### src/rtl/chip8_alu_seq_if.sv
// Opcode handshake and V-register-file port bundle for the CHIP-8 execute stage.
// The slave modport is the execute stage; the master modport is its environment.
interface chip8_alu_seq_if;
  logic        op_valid;
  logic        op_ready;
  logic [15:0] op;
  logic [3:0]  rf_addr;
  logic [7:0]  rf_wdata;
  logic        rf_wren;
  logic [7:0]  rf_rdata;
  logic        done;
  logic        illegal;

  modport slave (
    input  op_valid, op, rf_rdata,
    output op_ready, rf_addr, rf_wdata, rf_wren, done, illegal
  );

  modport master (
    output op_valid, op, rf_rdata,
    input  op_ready, rf_addr, rf_wdata, rf_wren, done, illegal
  );
endinterface

### src/rtl/chip8_alu_seq.sv
// Multi-cycle CHIP-8 execute stage for 6XNN, 7XNN and 8XYN over a single-port V-register file.
// Optional feature macro CHIP8_VF_RESET_EN: 8XY1/8XY2/8XY3 also clear VF (COSMAC behaviour).
module chip8_alu_seq (
  input  logic             clk,
  input  logic             rst,
  chip8_alu_seq_if.slave   bus
);

  typedef enum logic [2:0] {
    S_IDLE,
    S_RD_X,
    S_RD_Y,
    S_WR_X,
    S_WR_F
  } state_e;

  state_e      state_q, state_d;
  logic [15:0] op_q, op_d;
  logic [7:0]  vx_q, vx_d;
  logic [7:0]  vy_q, vy_d;
  logic        done_q, done_d;
  logic        illegal_q, illegal_d;

  logic        op_ready;
  logic [3:0]  rf_addr;
  logic [7:0]  rf_wdata;
  logic        rf_wren;

  logic [3:0]  x_idx, y_idx, n_fn;
  logic [7:0]  nn;
  logic [8:0]  sum9;
  logic [7:0]  result;
  logic        flag;

  function automatic logic is_legal(input logic [15:0] o);
    unique case (o[15:12])
      4'h6, 4'h7: is_legal = 1'b1;
      4'h8:       is_legal = (o[3] == 1'b0) || (o[3:0] == 4'hE);
      default:    is_legal = 1'b0;
    endcase
  endfunction

  function automatic logic writes_flag(input logic [15:0] o);
    writes_flag = 1'b0;
    if (o[15:12] == 4'h8) begin
      unique case (o[3:0])
        4'h4, 4'h5, 4'h6, 4'h7, 4'hE: writes_flag = 1'b1;
`ifdef CHIP8_VF_RESET_EN
        4'h1, 4'h2, 4'h3:             writes_flag = 1'b1;
`endif
        default:                      writes_flag = 1'b0;
      endcase
    end
  endfunction

  assign x_idx = op_q[11:8];
  assign y_idx = op_q[7:4];
  assign n_fn  = op_q[3:0];
  assign nn    = op_q[7:0];
  assign sum9  = {1'b0, vx_q} + {1'b0, vy_q};

  // Result and flag both come from the captured pre-write vx/vy, so a write to
  // VF in WR_X cannot disturb the flag written afterwards in WR_F.
  always_comb begin
    result = 8'h00;
    flag   = 1'b0;
    unique case (op_q[15:12])
      4'h6: result = nn;
      4'h7: result = vx_q + nn;
      4'h8: begin
        unique case (n_fn)
          4'h0: result = vy_q;
          4'h1: result = vx_q | vy_q;
          4'h2: result = vx_q & vy_q;
          4'h3: result = vx_q ^ vy_q;
          4'h4: begin result = sum9[7:0];     flag = sum9[8];        end
          4'h5: begin result = vx_q - vy_q;   flag = (vx_q >= vy_q); end
          4'h6: begin result = vx_q >> 1;     flag = vx_q[0];        end
          4'h7: begin result = vy_q - vx_q;   flag = (vy_q >= vx_q); end
          4'hE: begin result = vx_q << 1;     flag = vx_q[7];        end
          default: begin result = 8'h00;      flag = 1'b0;           end
        endcase
      end
      default: result = 8'h00;
    endcase
  end

  // NOTE: every signal assigned in this block gets a default first, so no path
  // through the case statement can leave one unassigned and infer a latch.
  always_comb begin
    state_d   = state_q;
    op_d      = op_q;
    vx_d      = vx_q;
    vy_d      = vy_q;
    done_d    = 1'b0;
    illegal_d = 1'b0;
    op_ready  = 1'b0;
    rf_addr   = 4'h0;
    rf_wdata  = 8'h00;
    rf_wren   = 1'b0;

    unique case (state_q)
      S_IDLE: begin
        op_ready = 1'b1;
        if (bus.op_valid) begin
          op_d = bus.op;
          if (!is_legal(bus.op)) begin
            done_d    = 1'b1;
            illegal_d = 1'b1;
          end else if (bus.op[15:12] == 4'h6) begin
            state_d = S_WR_X;
          end else begin
            state_d = S_RD_X;
          end
        end
      end
      S_RD_X: begin
        rf_addr = x_idx;
        vx_d    = bus.rf_rdata;
        state_d = (op_q[15:12] == 4'h7) ? S_WR_X : S_RD_Y;
      end
      S_RD_Y: begin
        rf_addr = y_idx;
        vy_d    = bus.rf_rdata;
        state_d = S_WR_X;
      end
      S_WR_X: begin
        rf_addr  = x_idx;
        rf_wren  = 1'b1;
        rf_wdata = result;
        if (writes_flag(op_q)) begin
          state_d = S_WR_F;
        end else begin
          state_d = S_IDLE;
          done_d  = 1'b1;
        end
      end
      S_WR_F: begin
        rf_addr  = 4'hF;
        rf_wren  = 1'b1;
        rf_wdata = {7'b0, flag};
        state_d  = S_IDLE;
        done_d   = 1'b1;
      end
      default: state_d = S_IDLE;
    endcase

    // Reset is synchronous, so the state may still be mid-instruction on a reset
    // edge; quiet the port here so nothing is written while rst is high.
    if (rst) begin
      op_ready = 1'b0;
      rf_addr  = 4'h0;
      rf_wdata = 8'h00;
      rf_wren  = 1'b0;
    end
  end

  // NOTE: sequential state uses non-blocking assignments so every flop samples
  // the pre-edge value of every other flop, independent of block ordering.
  always_ff @(posedge clk) begin
    if (rst) begin
      state_q   <= S_IDLE;
      done_q    <= 1'b0;
      illegal_q <= 1'b0;
    end else begin
      state_q   <= state_d;
      done_q    <= done_d;
      illegal_q <= illegal_d;
    end
  end

  // NOTE: the opcode and operand latches carry no reset; they are always
  // reloaded before use, so a reset on them would only cost routing.
  always_ff @(posedge clk) begin
    op_q <= op_d;
    vx_q <= vx_d;
    vy_q <= vy_d;
  end

  assign bus.op_ready = op_ready;
  assign bus.rf_addr  = rf_addr;
  assign bus.rf_wdata = rf_wdata;
  assign bus.rf_wren  = rf_wren;
  assign bus.done     = done_q;
  assign bus.illegal  = illegal_q;

endmodule
### src/flat_wrapper.sv
// flat-port wrapper written by rule: the top's interface ports become plain ports
module chip8_alu_seq_flat 
  (clk, rst, bus_op_valid, bus_op, bus_rf_rdata, bus_op_ready, bus_rf_addr, bus_rf_wdata, bus_rf_wren, bus_done, bus_illegal);
  chip8_alu_seq_if bus_i ();
  input  logic clk;
  input  logic rst;
  input wire logic [$bits(bus_i.op_valid)-1:0] bus_op_valid;
  input wire logic [$bits(bus_i.op)-1:0] bus_op;
  input wire logic [$bits(bus_i.rf_rdata)-1:0] bus_rf_rdata;
  output wire logic [$bits(bus_i.op_ready)-1:0] bus_op_ready;
  output wire logic [$bits(bus_i.rf_addr)-1:0] bus_rf_addr;
  output wire logic [$bits(bus_i.rf_wdata)-1:0] bus_rf_wdata;
  output wire logic [$bits(bus_i.rf_wren)-1:0] bus_rf_wren;
  output wire logic [$bits(bus_i.done)-1:0] bus_done;
  output wire logic [$bits(bus_i.illegal)-1:0] bus_illegal;
  assign bus_i.op_valid = bus_op_valid;
  assign bus_i.op = bus_op;
  assign bus_i.rf_rdata = bus_rf_rdata;
  assign bus_op_ready = bus_i.op_ready;
  assign bus_rf_addr = bus_i.rf_addr;
  assign bus_rf_wdata = bus_i.rf_wdata;
  assign bus_rf_wren = bus_i.rf_wren;
  assign bus_done = bus_i.done;
  assign bus_illegal = bus_i.illegal;
  chip8_alu_seq u_core (.clk(clk), .rst(rst), .bus(bus_i));
endmodule
### config.mk
export PLATFORM = sky130hd
export DESIGN_NAME = chip8_alu_seq_flat
export DESIGN_NICKNAME = d
export VERILOG_FILES = /design/src/rtl/chip8_alu_seq_if.sv /design/src/rtl/chip8_alu_seq.sv /design/src/flat_wrapper.sv
export SDC_FILE = /design/constraint.sdc
export NUM_CORES = 1
export LEC_CHECK = 0
export ABC_AREA = 1
export CAP_MARGIN = 15
export CORE_MARGIN = 10
export CORE_UTILIZATION = 29
export DETAILED_ROUTE_END_ITERATION = 8
export HOLD_SLACK_MARGIN = 0.06
export MAX_ROUTING_LAYER = met4
export SYNTH_ARGS = -nofsm -noshare
export SYNTH_HDL_FRONTEND = slang
export SYNTH_SLANG_ARGS = --single-unit
### constraint.sdc
create_clock -name clk -period 4.66 [get_ports clk]
set_input_delay 0.699 -clock clk [delete_from_list [all_inputs] [get_ports clk]]
set_output_delay 0.699 -clock clk [all_outputs]
set_load 0.05 [all_outputs]
==> flow_metrics.py <==
metrics = {
    "critical_path": {
        "crit_family": "simple AND/OR/NAND/NOR gates",
        "critPathRequiredTime_ps": 3960,
        "crit_type": "reg -> out",
        "startpoint_type": "flop",
        "slowest_delay_ps": 810,
        "cpMaxStageDelayCell": "clkdlybuf4s50_1",
        "crit_path_end_kind": "output port",
        "path_buf_inv": 2,
        "crit_path_cell_trace": "inv_1, ha_1, nor2_1, nand2_1, nor4_1, nand3b_1, a21oi_1, nand3_1, nand2_1, nand2_1, clkdlybuf4s50_1",
        "path_max_fanout": 11,
        "cp.arrival_ps": 3400,
        "cpMostUsedCell": "nand2_1",
        "r2r_setup_slack_ps": 3040,
    },
    "clock_network": {
        "clockBufferDepth": 2,
        "clk_pin_slew_ps": 60,
        "cts_resized": 0,
        "clk_latency_ps": 280,
        "root_buffer": "clkbuf_16",
        "hold_buffers": 0,
        "cts_setup_buffers": 0,
        "cts_max_level": 2,
        "clock_sinks": 37,
        "cts_buffers": 5,
        "tritoncts": "yes",
    },
    "power": {
        "power_mw": 0.9703,
        "p_leak_nw": 1.878,
        "p_comb_share_pct": 19.0,
        "p_switching_mw": 0.2542,
        "pwr-share-seq_pct": 40.5,
        "vdd_drop_max_mv": 0.2166,
        "p_per_area_nw_per_um2": 227.9,
        "switching_share_pct": 26.19,
        "clkPwrFrac_pct": 40.5,
        "p_int_mw": 0.7162,
    },
    "synthesis": {
        "synth_top_cell_area_share_pct": 27.49,
        "synthTopCellsByArea": "edfxtp_1 (27%), ha_1 (14%), nand2_1 (11%), inv_1 (8.2%), a21oi_1 (4.6%)",
        "synthCells": 475,
        "synth_edf_count": 32,
        "yosysMostFrequentCell": "nand2_1",
        "async_flop_share_pct": 0,
        "synth_warnings": 0,
        "synthFlopType": "edfxtp_1",
        "ys_seq_area_share_pct": 30.35,
        "synth-seq-cells": 37,
        "synth.net_count": 545,
        "synthDistinctLibCells": 46,
        "synth_common_cells": "nand2_1 (106), inv_1 (76), ha_1 (39)",
        "syn_area_um2": 3496,
        "yosys.area.top_type": "edfxtp_1",
        "synth.avg_cell_area_um2": 7.360,
    },
    "place": {
        "io_buffers": 42,
        "dp_hpwl_mm": 8.751,
        "gp_congestion": 0.9537,
        "dpl.cell_count": 661,
    },
    "sta": {
        "min_period_over_period_pct": 87.87,
        "clock.fmax_mhz": 244.2,
        "skew_ps": 3.249,
        "period_needed_ps": 4095,
        "hold_viol_final": 0,
        "worst_pin_slew_ps": 925.9,
        "fin_tns_setup_ps": 0,
        "setup_viol": 0,
        "rsz0062_at_grt": "false",
        "slew_headroom_pct": 38.05,
        "final_max_slew_viol_count": 0,
    },
    "min_path": {
        "hold_class": "reg -> reg",
    },
    "drt": {
        "ant_nets": 0,
        "vias_per_cell": 5.108,
        "drtPass1Iterations": 5,
        "wl_mm": 10.63,
        "vias": 3417,
        "drt_iter0_drc": 213,
        "wl_per_cell_um": 15.89,
        "drc": 0,
    },
    "floorplan": {
        "boundaryPins": 43,
        "die_h_um": 129.8,
        "core_area_um2": 11910,
        "rows": 40,
        "initial_utilization_pct": 29.35,
        "die_x_um": 129.8,
        "die_area_um2": 16850,
    },
    "layout": {
        "layout-drive-gt1-share_pct": 5.556,
        "fin_util_pct": 35.75,
        "insertedDiodeCount": 0,
        "synthToLayoutAreaGrowth_pct": 21.80,
        "final_cells": 669,
        "final_nets": 591,
    },
    "global_route": {
        "overflow": 0,
        "grt_pass1_vias": 3504,
        "track_usage_pct": 13.40,
        "grt_max_degree": 17,
        "antenna_found_initial": 0,
        "grt_first_pass_wirelength_mm": 17.64,
    },
    "run_status": {
        "status": "finished clean",
    },
    "flow_run": {
        "max_cap_viol_count": 0,
    },
}
-- per-stage QoR --
stage               cell area, um^2  hold slack, ps  worst slack (ps)
global route                   4258           689.5             300.9
global placement               4085           634.5             892.1
floorplan                      3496           584.5              1440
finish                         4258           664.9             565.1
CTS                            4258           654.4             564.3
detailed placement             4085           646.1             893.4
-- power by group through the flow --
| stage | Clock (mW) | Combinational (mW) | Sequential, mW |
|---|---|---|---|
| 2_1_floorplan | 0 | 0.115 | 0.400 |
| 3_3_place_gp | 0 | 0.182 | 0.399 |
| 3_5_place_dp | 0 | 0.183 | 0.400 |
| 4_1_cts | 0.399 | 0.184 | 0.393 |
| 5_1_grt | 0.413 | 0.206 | 0.395 |
| 6_report | 0.393 | 0.185 | 0.393 |
-- kinds of logic after synthesis --
logic type | Yosys count | share of synthesized area, %
AND/OR/NAND/NOR | 212 | 27.13
flip-flops | 37 | 30.35
buffers and inverters | 89 | 10.09
adder cells (fa/ha/maj) | 43 | 16.25
AO/OA/AOI/OAI | 90 | 15.18
XOR/XNOR | 4 | 1.002
-- flip-flops by register name, indices dropped and copies added (netlist names) --
register	count
u_core.bus.done	1
u_core.vy_q	8
u_core.bus.illegal	1
u_core.op_q	16
u_core.vx_q	8
u_core.state_q	3
-- path summary, 6_finish.rpt --
path                             startpoint                        endpoint  cells past startpoint
min          u_core.state_q[0]$_SDFFE_PP0P_  u_core.state_q[0]$_SDFFE_PP0P_                      2
max reg2reg        u_core.op_q[1]$_DFFE_PP_      u_core.bus.done$_SDFF_PP0_                      7
max                u_core.vx_q[6]$_DFFE_PN_                 bus_rf_wdata[0]                     11
min reg2reg  u_core.state_q[0]$_SDFFE_PP0P_  u_core.state_q[0]$_SDFFE_PP0P_                      2
-- layout make-up --
class | instances | area (um^2)
flip-flops and latches | 37 | 1061
clock buffers | 7 | 142.6
well taps | 147 | 183.9
multi-input cells | 349 | 2087
repair buffers | 44 | 435.4
clock inverters | 1 | 30.03
inverters | 84 | 317.8
fillers | 1245 | 7654
-- layout by cell type (no fill, tap or decap), types with 2 or more instances in the layout --
master	instances
buf_4	2
nor3_1	8
nor3_2	2
nand3b_1	3
inv_1	76
nand2_1	106
o21ai_0	23
xor2_1	3
fa_1	4
edfxtp_1	32
o21ai_2	2
a21oi_1	32
nor2_2	3
inv_2	6
nand3_1	31
o221ai_1	3
dfxtp_1	5
ha_1	39
clkdlybuf4s50_1	42
or2_0	2
clkbuf_16	5
nor2_4	3
o21ai_1	3
a221oi_1	4
nor4_1	2
o21bai_1	3
nand4_1	11
nor2_1	36
o22ai_1	12
-- tightest hold or removal path, stage by stage (launching register included) --
cell	delay (ps)
dfxtp_1	390
o22ai_1	90
nor3b_1	130
-- layer usage --
layer	vias to the layer above	share of wire, %	GRT usage (%)
met5	-	0	-
met4	0	2.8	5.357
met3	23	6.3	2.677
met2	145	47	22.05
met1	1561	44	15.78
li1	1688	-	-
Power figures use the tool's default switching activity.
